<file path="src/rtl/rstseq.sv">
// Ordered reset release sequencer with software re-reset.
// Optional ready-wait timeout: define RSTSEQ_TIMEOUT_EN.
module rstseq #(
   parameter int NDOM       = 4,
   parameter int HOLDCYCLES = 16,
   parameter int GAPCYCLES  = 2,
   parameter int TIMEOUT    = 256
) (
   input  logic            clk,
   input  logic            reset,
   input  logic            SwResetReq,
   input  logic [NDOM-1:0] SwResetMask,
   input  logic [NDOM-1:0] DomainReady,
   output logic [NDOM-1:0] DomainReset,
   output logic            SeqBusy,
   output logic            SeqDone,
   output logic [NDOM-1:0] TimeoutErr
);

   localparam int M1   = (HOLDCYCLES > GAPCYCLES) ? HOLDCYCLES : GAPCYCLES;
   localparam int MAXC = (M1 > TIMEOUT) ? M1 : TIMEOUT;
   localparam int CW   = $clog2(MAXC) + 1;
   localparam int IW   = (NDOM > 1) ? $clog2(NDOM) : 1;

   localparam logic [1:0] IDLE = 2'd0;
   localparam logic [1:0] HOLD = 2'd1;
   localparam logic [1:0] WAIT = 2'd2;
   localparam logic [1:0] GAP  = 2'd3;

   logic [1:0]      state;
   logic [CW-1:0]   Cnt;
   logic [IW-1:0]   Idx;
   logic [NDOM-1:0] Mask;

   logic            has_nxt;
   logic [IW-1:0]   nxt_idx;
   logic [IW-1:0]   req_idx;
   logic            rdy;
   logic            adv;
   logic            hold_end;
   logic            gap_end;

   // Next masked domain above Idx, and lowest bit of a new request mask
   always_comb begin
      has_nxt = 1'b0;
      nxt_idx = '0;
      req_idx = '0;
      for (int j = NDOM - 1; j >= 0; j--) begin
         if (Mask[j] && (j > int'(Idx))) begin
            has_nxt = 1'b1;
            nxt_idx = IW'(j);
         end
         if (SwResetMask[j]) req_idx = IW'(j);
      end
   end

   assign rdy      = DomainReady[Idx];
   assign hold_end = (Cnt == CW'(HOLDCYCLES - 1));
   assign gap_end  = (Cnt == CW'(GAPCYCLES - 1));

`ifdef RSTSEQ_TIMEOUT_EN
   logic tmo;
   assign tmo = !rdy && (Cnt == CW'(TIMEOUT - 1));
   assign adv = rdy || tmo;
`else
   assign adv = rdy;
   assign TimeoutErr = '0;
`endif

   // Sequencer state, per-domain resets and status flags
   always_ff @(posedge clk or posedge reset) begin
      if (reset) begin
         state       <= HOLD;
         DomainReset <= '1;
         Mask        <= '1;
         Idx         <= '0;
         Cnt         <= '0;
         SeqBusy     <= 1'b1;
         SeqDone     <= 1'b0;
`ifdef RSTSEQ_TIMEOUT_EN
         TimeoutErr  <= '0;
`endif
      end else begin
         unique case (state)
            IDLE: begin
               if (SwResetReq && (SwResetMask != '0)) begin
                  DomainReset <= DomainReset | SwResetMask;
                  Mask        <= SwResetMask;
                  Idx         <= req_idx;
                  Cnt         <= '0;
`ifdef RSTSEQ_TIMEOUT_EN
                  TimeoutErr  <= TimeoutErr & ~SwResetMask;
`endif
                  SeqBusy     <= 1'b1;
                  SeqDone     <= 1'b0;
                  state       <= HOLD;
               end
            end
            HOLD: begin
               if (hold_end) begin
                  DomainReset[Idx] <= 1'b0;
                  Cnt              <= '0;
                  state            <= WAIT;
               end else begin
                  Cnt <= Cnt + 1'b1;
               end
            end
            WAIT: begin
`ifdef RSTSEQ_TIMEOUT_EN
               if (tmo) TimeoutErr[Idx] <= 1'b1;
               else if (!rdy) Cnt <= Cnt + 1'b1;
`endif
               if (adv) begin
                  if (has_nxt) begin
                     Idx   <= nxt_idx;
                     Cnt   <= '0;
                     state <= GAP;
                  end else begin
                     SeqBusy <= 1'b0;
                     SeqDone <= 1'b1;
                     state   <= IDLE;
                  end
               end
            end
            GAP: begin
               if (gap_end) begin
                  DomainReset[Idx] <= 1'b0;
                  Cnt              <= '0;
                  state            <= WAIT;
               end else begin
                  Cnt <= Cnt + 1'b1;
               end
            end
            default: state <= IDLE;
         endcase
      end
   end

endmodule

</file>
<file path="config.mk">
export PLATFORM = sky130hd
export DESIGN_NAME = rstseq
export DESIGN_NICKNAME = d
export VERILOG_FILES = /design/src/rtl/rstseq.sv
export SDC_FILE = /design/constraint.sdc
export NUM_CORES = 1
export LEC_CHECK = 0
export BUFFER_PORTS_ARGS = -buffer_cell sky130_fd_sc_hd__buf_2
export CORE_ASPECT_RATIO = 1.75
export CORE_MARGIN = 1
export CORE_UTILIZATION = 40
export CTS_CLUSTER_DIAMETER = 100
export DETAILED_ROUTE_END_ITERATION = 10
export GPL_ROUTABILITY_DRIVEN = 0
export SLEW_MARGIN = 30
export SYNTH_ARGS = -nofsm -noshare
export SYNTH_HDL_FRONTEND = slang
export SYNTH_SLANG_ARGS = --single-unit
</file>
<file path="constraint.sdc">
create_clock -name clk -period 1.7 [get_ports clk]
set_clock_uncertainty 0.15 [all_clocks]
set_input_delay 0.255 -clock clk [delete_from_list [all_inputs] [get_ports clk]]
set_output_delay 0.255 -clock clk [all_outputs]
set_load 0.005 [all_outputs]
</file>
# Yosys cells after proc, flatten, opt, wreduce, memory -nomap -nowiden
# Index checks and enable logic that the tools add are counted.
# Widths: inputs -> output; s select.
[classes]
bitwise_logic = 3
eq_ne = 11
n_reduce_logical = 15
add_sub_neg = 1
muxes = 42
magnitude_cmp = 5
[ops]
columns = ["operator", "n"]
rows = [
  ["$mux 9", 5],
  ["$pmux 9 s4", 1],
  ["$mux 2", 15],
  ["$reduce_and 4->1", 4],
  ["$mux 4", 3],
  ["$ne 2x2->1 const B", 6],
  ["$pmux 4 s3", 1],
  ["$mux 1", 11],
  ["$add 9x1->9 const B", 1],
  ["$eq 9x1->1 const B", 1],
  ["$eq 9x4->1 const B", 1],
  ["$pmux 2 s4", 1],
  ["$logic_and 1x1->1", 5],
  ["$and 4x4->4", 1],
  ["$eq 2x2->1 const B", 2],
  ["$gt 2x2->1 const A", 2],
  ["$not 4->4", 1],
  ["$or 4x4->4", 1],
  ["$pmux 1 s2", 2],
  ["$pmux 2 s2", 1],
  ["$reduce_bool 4->1", 1],
  ["$lt 2x3->1 const B", 1],
  ["$reduce_and 3->1", 1],
  ["$reduce_bool 3->1", 1],
  ["8 further kinds", 8],
]
[word_totals]
ff_bits = 23
wordCells = 84
out_inout_bits = 10
input_bits = 11

# Depth between registers and ports, before layout
[depth]
word_depth = 8
depth_mapped = 7
ltp_nobuf = 6

# Worst setup path after synthesis
# No wires, ideal clock.
[synth_path]
kind = "register -> register"
startpoint = "register Mask[3]"
endpoint = "register Idx[0]"
setup_ns = 0.125
setup_slack_ns = -0.108
path_buffers = 0
path_stages_with_launch = 5
arrival_ns = 1.533
period_less_slack_ns = 1.808
t_required_ns = 1.425
cell_sequence = "dfstp_2 > a21boi_0 > a2111oi_4 > a211oi_4 > mux2_4"
[synth_via]
elab_chain_cells = 7
elab_cells_between_ends = 12
cone_classes = "eq/ne (1); mux (9); reduce/logical (2)"
[synth_lines]
columns = ["item", "line_no", "rtl"]
rows = [
  ["start, declared", "33", "logic [NDOM-1:0] Mask;"],
  ["start signal, assigned", "88", "Mask <= SwResetMask;"],
  ["$logic_and 1x1->1 (*)", "49", "if (Mask[j] && (j > int'(Idx))) begin"],
  ["$mux 2 (3 in series)", "49", ""],
  ["$mux 2", "114", "if (has_nxt) begin"],
  ["$mux 2", "113", "if (adv) begin"],
  ["$pmux 2 s2", "84", "unique case (state)"],
  ["end signal, assigned", "89", "Idx <= req_idx;"],
  ["end signal, assigned", "115", "Idx <= nxt_idx;"],
  ["end, declared", "32", "logic [IW-1:0] Idx;"],
]
# Every way passes the cells marked *; elsewhere a longest branch is shown, timed or not. The select of a mux whose other input is x is not followed.
# A chain may end at the register's enable or synchronous reset.

# Worst setup path after layout
[layout_path]
startpoint = "register Cnt[1]"
endpoint = "register DomainReset[2]"
[layout_via]
elab_chain_cells = 3
elab_cells_between_ends = 5
cone_classes = "eq/ne (4); reduce/logical (1)"
[layout_lines]
columns = ["item", "line_no", "rtl"]
rows = [
  ["start, declared", "31", "logic [CW-1:0] Cnt;"],
  ["start signal, assigned", "105", "Cnt <= Cnt + 1'b1;"],
  ["start signal, assigned", "131", "Cnt <= Cnt + 1'b1;"],
  ["$eq 9x1->1 / $eq 9x4->1 (equally long branches)", "59, 58", ""],
  ["$ne 2x2->1 (no line)", "--", ""],
  ["$reduce_and 4->1 (no line) (*)", "--", ""],
  ["end signal, assigned", "87", "DomainReset <= DomainReset | SwResetMask;"],
  ["end, declared", "14", "output logic [NDOM-1:0] DomainReset,"],
]
# Every way passes the cells marked *; elsewhere a longest branch is shown, timed or not.

==> results by group <==
Status
  • Status: finished, violations left
  • Failing checks: negative setup slack

Floorplanning
  • Die area: 3730 um2
  • Die W: 46.6 um
  • Die height: 80.0 um
  • Starting Density: 0.414
  • Floorplan core area: 3360 um2
  • I/O Pins: 21
  • Std-Cell Rows: 28

Yosys
  • Dominant synthesized flop cell: dfrtp_1
  • Mux share of post-synthesis cell area: 0.0414
  • Mean Syn Cell Area: 10.1 um2
  • XOR/XNOR Fraction of Synth Area: 0.00629
  • Compound-Gate Fraction of Synth Area: 0.272
  • Area contributors post-synth: dfrtp_1 (23%), dfstp_2 (17%), buf_4 (3.8%)
  • Adder-Cell Fraction of Synth Area: 0.0180
  • Register area share after synthesis: 0.404
  • Post-synth EDFFs: 0
  • Post-synth top area cell: dfrtp_1
  • Main combinational cell family by area after synthesis: compound AO/OA/AOI/OAI gates
  • Cell area after synthesis: between 1000 and 1500 um2
  • Post-synth top area share: 0.234
  • Post-synth cell types: ~50
  • Yosys Warn Count: 0
  • Synth Instances: 138
  • Async set or reset register ratio after synthesis: 1.00
  • Synth Register Bits: 22
  • Simple-Gate Fraction of Synth Area: 0.170

Routing
  • Vias per inst: 5.33
  • Final wirelength: 3.98 mm
  • Wire length per cell: 16.1 um
  • DRT antenna net count: 0
  • Drt pass-1 iters: 4
  • DRC: 0
  • Number of DRC markers in iteration 0: 38
  • Vias: 1,317

Critical path
  • Crit path cell chain: inv_2, ha_4, and4bb_2, o2111ai_4, or4_4, a22o_1
  • WP buf/inv: 1
  • CP delay by family, top: simple AND/OR/NAND/NOR gates
  • CP Class: register to register
  • Critical Path Slowest Stage Cell: or4_4
  • CP peak stage delay: about 0.45 ns
  • Worst setup SP type: register
  • Path depth of the worst reg2reg path: 6
  • Internal reg-to-reg setup slack: -0.18 ns
  • Max Fanout on Critical Path: 3
  • Worst Path Arrival: 1.94 ns
  • Crit end category: register
  • Worst r2r src: Cnt[1]$_DFFE_PP0P_
  • Reg2reg end: DomainReset[2]$_DFFE_PP1P_
  • Critical path data required time: 1.76 ns

Job
  • Maxcap violations: 0

Placed design
  • Dpl cell area: 1740 um2
  • Port bufs: 16
  • Dpl hpwl: 2.91 mm

GRT
  • All-Layer GR Usage: 0.244
  • Gr busiest metal: met2
  • M3 GR Usage: 0.0317
  • GR Util met1: 0.227
  • Largest net degree at the start of global routing: 23
  • Antenna violations before repair: 0
  • Met2 Use GR: 0.475
  • Vias in the first global route: 1,458
  • Global-route wire length before repair: approximately 6.4 mm
  • GRT overflow: 0

Finish
  • Commonest non-fill, non-tap cells in the layout: buf_4 (43), buf_2 (16), inv_1 (13)
  • Nets: 216
  • Most common cell after layout, fill and taps aside: buf_4
  • Synth-to-layout area growth: 48.3%
  • Finished Cell Area: a little over 2000 um2
  • Share of cells above drive strength 1: 0.550
  • N_diodes: 0
  • Fill count: around 280

Power and ir drop
  • Leak: 0.897 nW
  • Total power: 4.03 mW
  • VDD IR max: 1.22 mV
  • PwrDens: between 1500 and 2000 nW/um2

STA
  • Endpoints failing setup: 16
  • Fin. max-slew vios: 0
  • Max Clk Rate: 532 MHz
  • Final worst slack: -0.178 ns
  • Crit path time final: 1.88 ns
  • Final hold violations: 0
  • Setup TNS: -1.50 ns
  • Fin crit share: 1.10
  • Fin Hold WS: 0.0991 ns
  • RSZ-0062 raised after global routing: true

Worst hold path
  • Hold path cells: 3
  • Min-Delay Path Class: primary input to register
  • Worst Min Path Start: SwResetMask[0]
  • Sink of the worst hold path: DomainReset[0]$_DFFE_PP1P_

Clock tree
  • CTS tree: built
  • Worst skew pair latency: 0.27 ns
  • Bufs on Longest Clock Path: 2
  • Htree depth: 1
  • Clk slew on worst S/H paths: roughly 0.090 ns
  • Root buf cell: clkbuf_8
  • CTS Buf Count: 3
  • Clock sink count: 22
[layer usage]
metal / up-vias / part of all wire
met2: 24 / 0.60
met4: 0 / 0.025
met3: 10 / 0.021
met1: 651 / 0.35
met5: - / 0
li1: 632 / -
[metrics by stage]
stage               setup WS, ns  utilization  std cells
floorplan                -0.0300            -        141
global placement          -0.139        0.517        228
detailed placement        -0.239        0.517        228
CTS                       -0.170        0.576        241
global route              -0.232        0.613        247
finish                    -0.178        0.613        247
[flip-flops by register name, indices dropped and copies added (netlist names)]
| register | cells |
|---|---|
| Mask | 3 |
| Cnt | 9 |
| state | 2 |
| SeqBusy | 1 |
| SeqDone | 1 |
| DomainReset | 4 |
| Idx | 2 |
[worst max-delay path by stage]
stage,from,to,cells past startpoint
after floorplan,Idx[0]$_DFFE_PP0P_,Idx[0]$_DFFE_PP0P_,5
after global routing,Cnt[1]$_DFFE_PP0P_,DomainReset[2]$_DFFE_PP1P_,6
after global placement,Cnt[1]$_DFFE_PP0P_,DomainReset[2]$_DFFE_PP1P_,6
after CTS,Cnt[1]$_DFFE_PP0P_,DomainReset[0]$_DFFE_PP1P_,8
final,Cnt[1]$_DFFE_PP0P_,DomainReset[2]$_DFFE_PP1P_,6
after detailed placement,Cnt[1]$_DFFE_PP0P_,DomainReset[0]$_DFFE_PP1P_,8
[power breakdown]
group          total (mW)  switching, mW  internal [mW]
Clock               0.344          0.176          0.167
Combinational        2.64           1.27           1.37
Sequential           1.04          0.210          0.831
Total                4.03           1.66           2.37
[timing repair]
item	in CTS	in global routing
hold buffers	1	0
endpoints found under the setup margin	17	17
buffers inserted	7	6
gates resized for setup	14	17
cloned	1	0
pin swaps	7	8
hold endpoints to repair	13	0
[final cells by class]
type,count,area [um2],area share
Inverter,14,52.6,0.0255
Clock buffer,4,45.0,0.0218
Tap cell,45,56.3,0.0273
Sequential cell,22,564,0.273
Timing Repair Buffer,65,469,0.227
Multi-Input combinational cell,97,876,0.424
[kinds of logic (layout without fill, tap and decap cells)]
kind of cell	after synthesis	in the layout
buffers and inverters	23	83
XOR/XNOR	1	1
other	1	4
AND/OR/NAND/NOR	42	42
multiplexers	5	5
adder cells (fa/ha/maj)	2	2
flip-flops	22	22
AO/OA/AOI/OAI	42	43
[synth_stat cells, drive strengths merged (2+ instances only)]
master and n:
nand4 2, o211ai 2, o22ai 2, ha 2
a21oi 5, nand2b 6, mux2i 2, a21o 2
nand3 5, mux2 3, a31oi 2, a21boi 2
o221ai 5, nor3 4, nor2 5, buf 8
a22oi 2, inv 14, dfstp 9, o21ai 6
dfrtp 13, or4 2, nand2 11, o41ai 3
a211o 2
[worst register-to-register path, delay by kind of cell, from the launching register on]
family	cells	cell delay, ns
simple gates	2	0.70
flops	1	0.43
compound gates	2	0.34
fa+ha+maj	1	0.11
buf+inv	1	0.10
No activity file was read; power rests on OpenSTA's default activity.
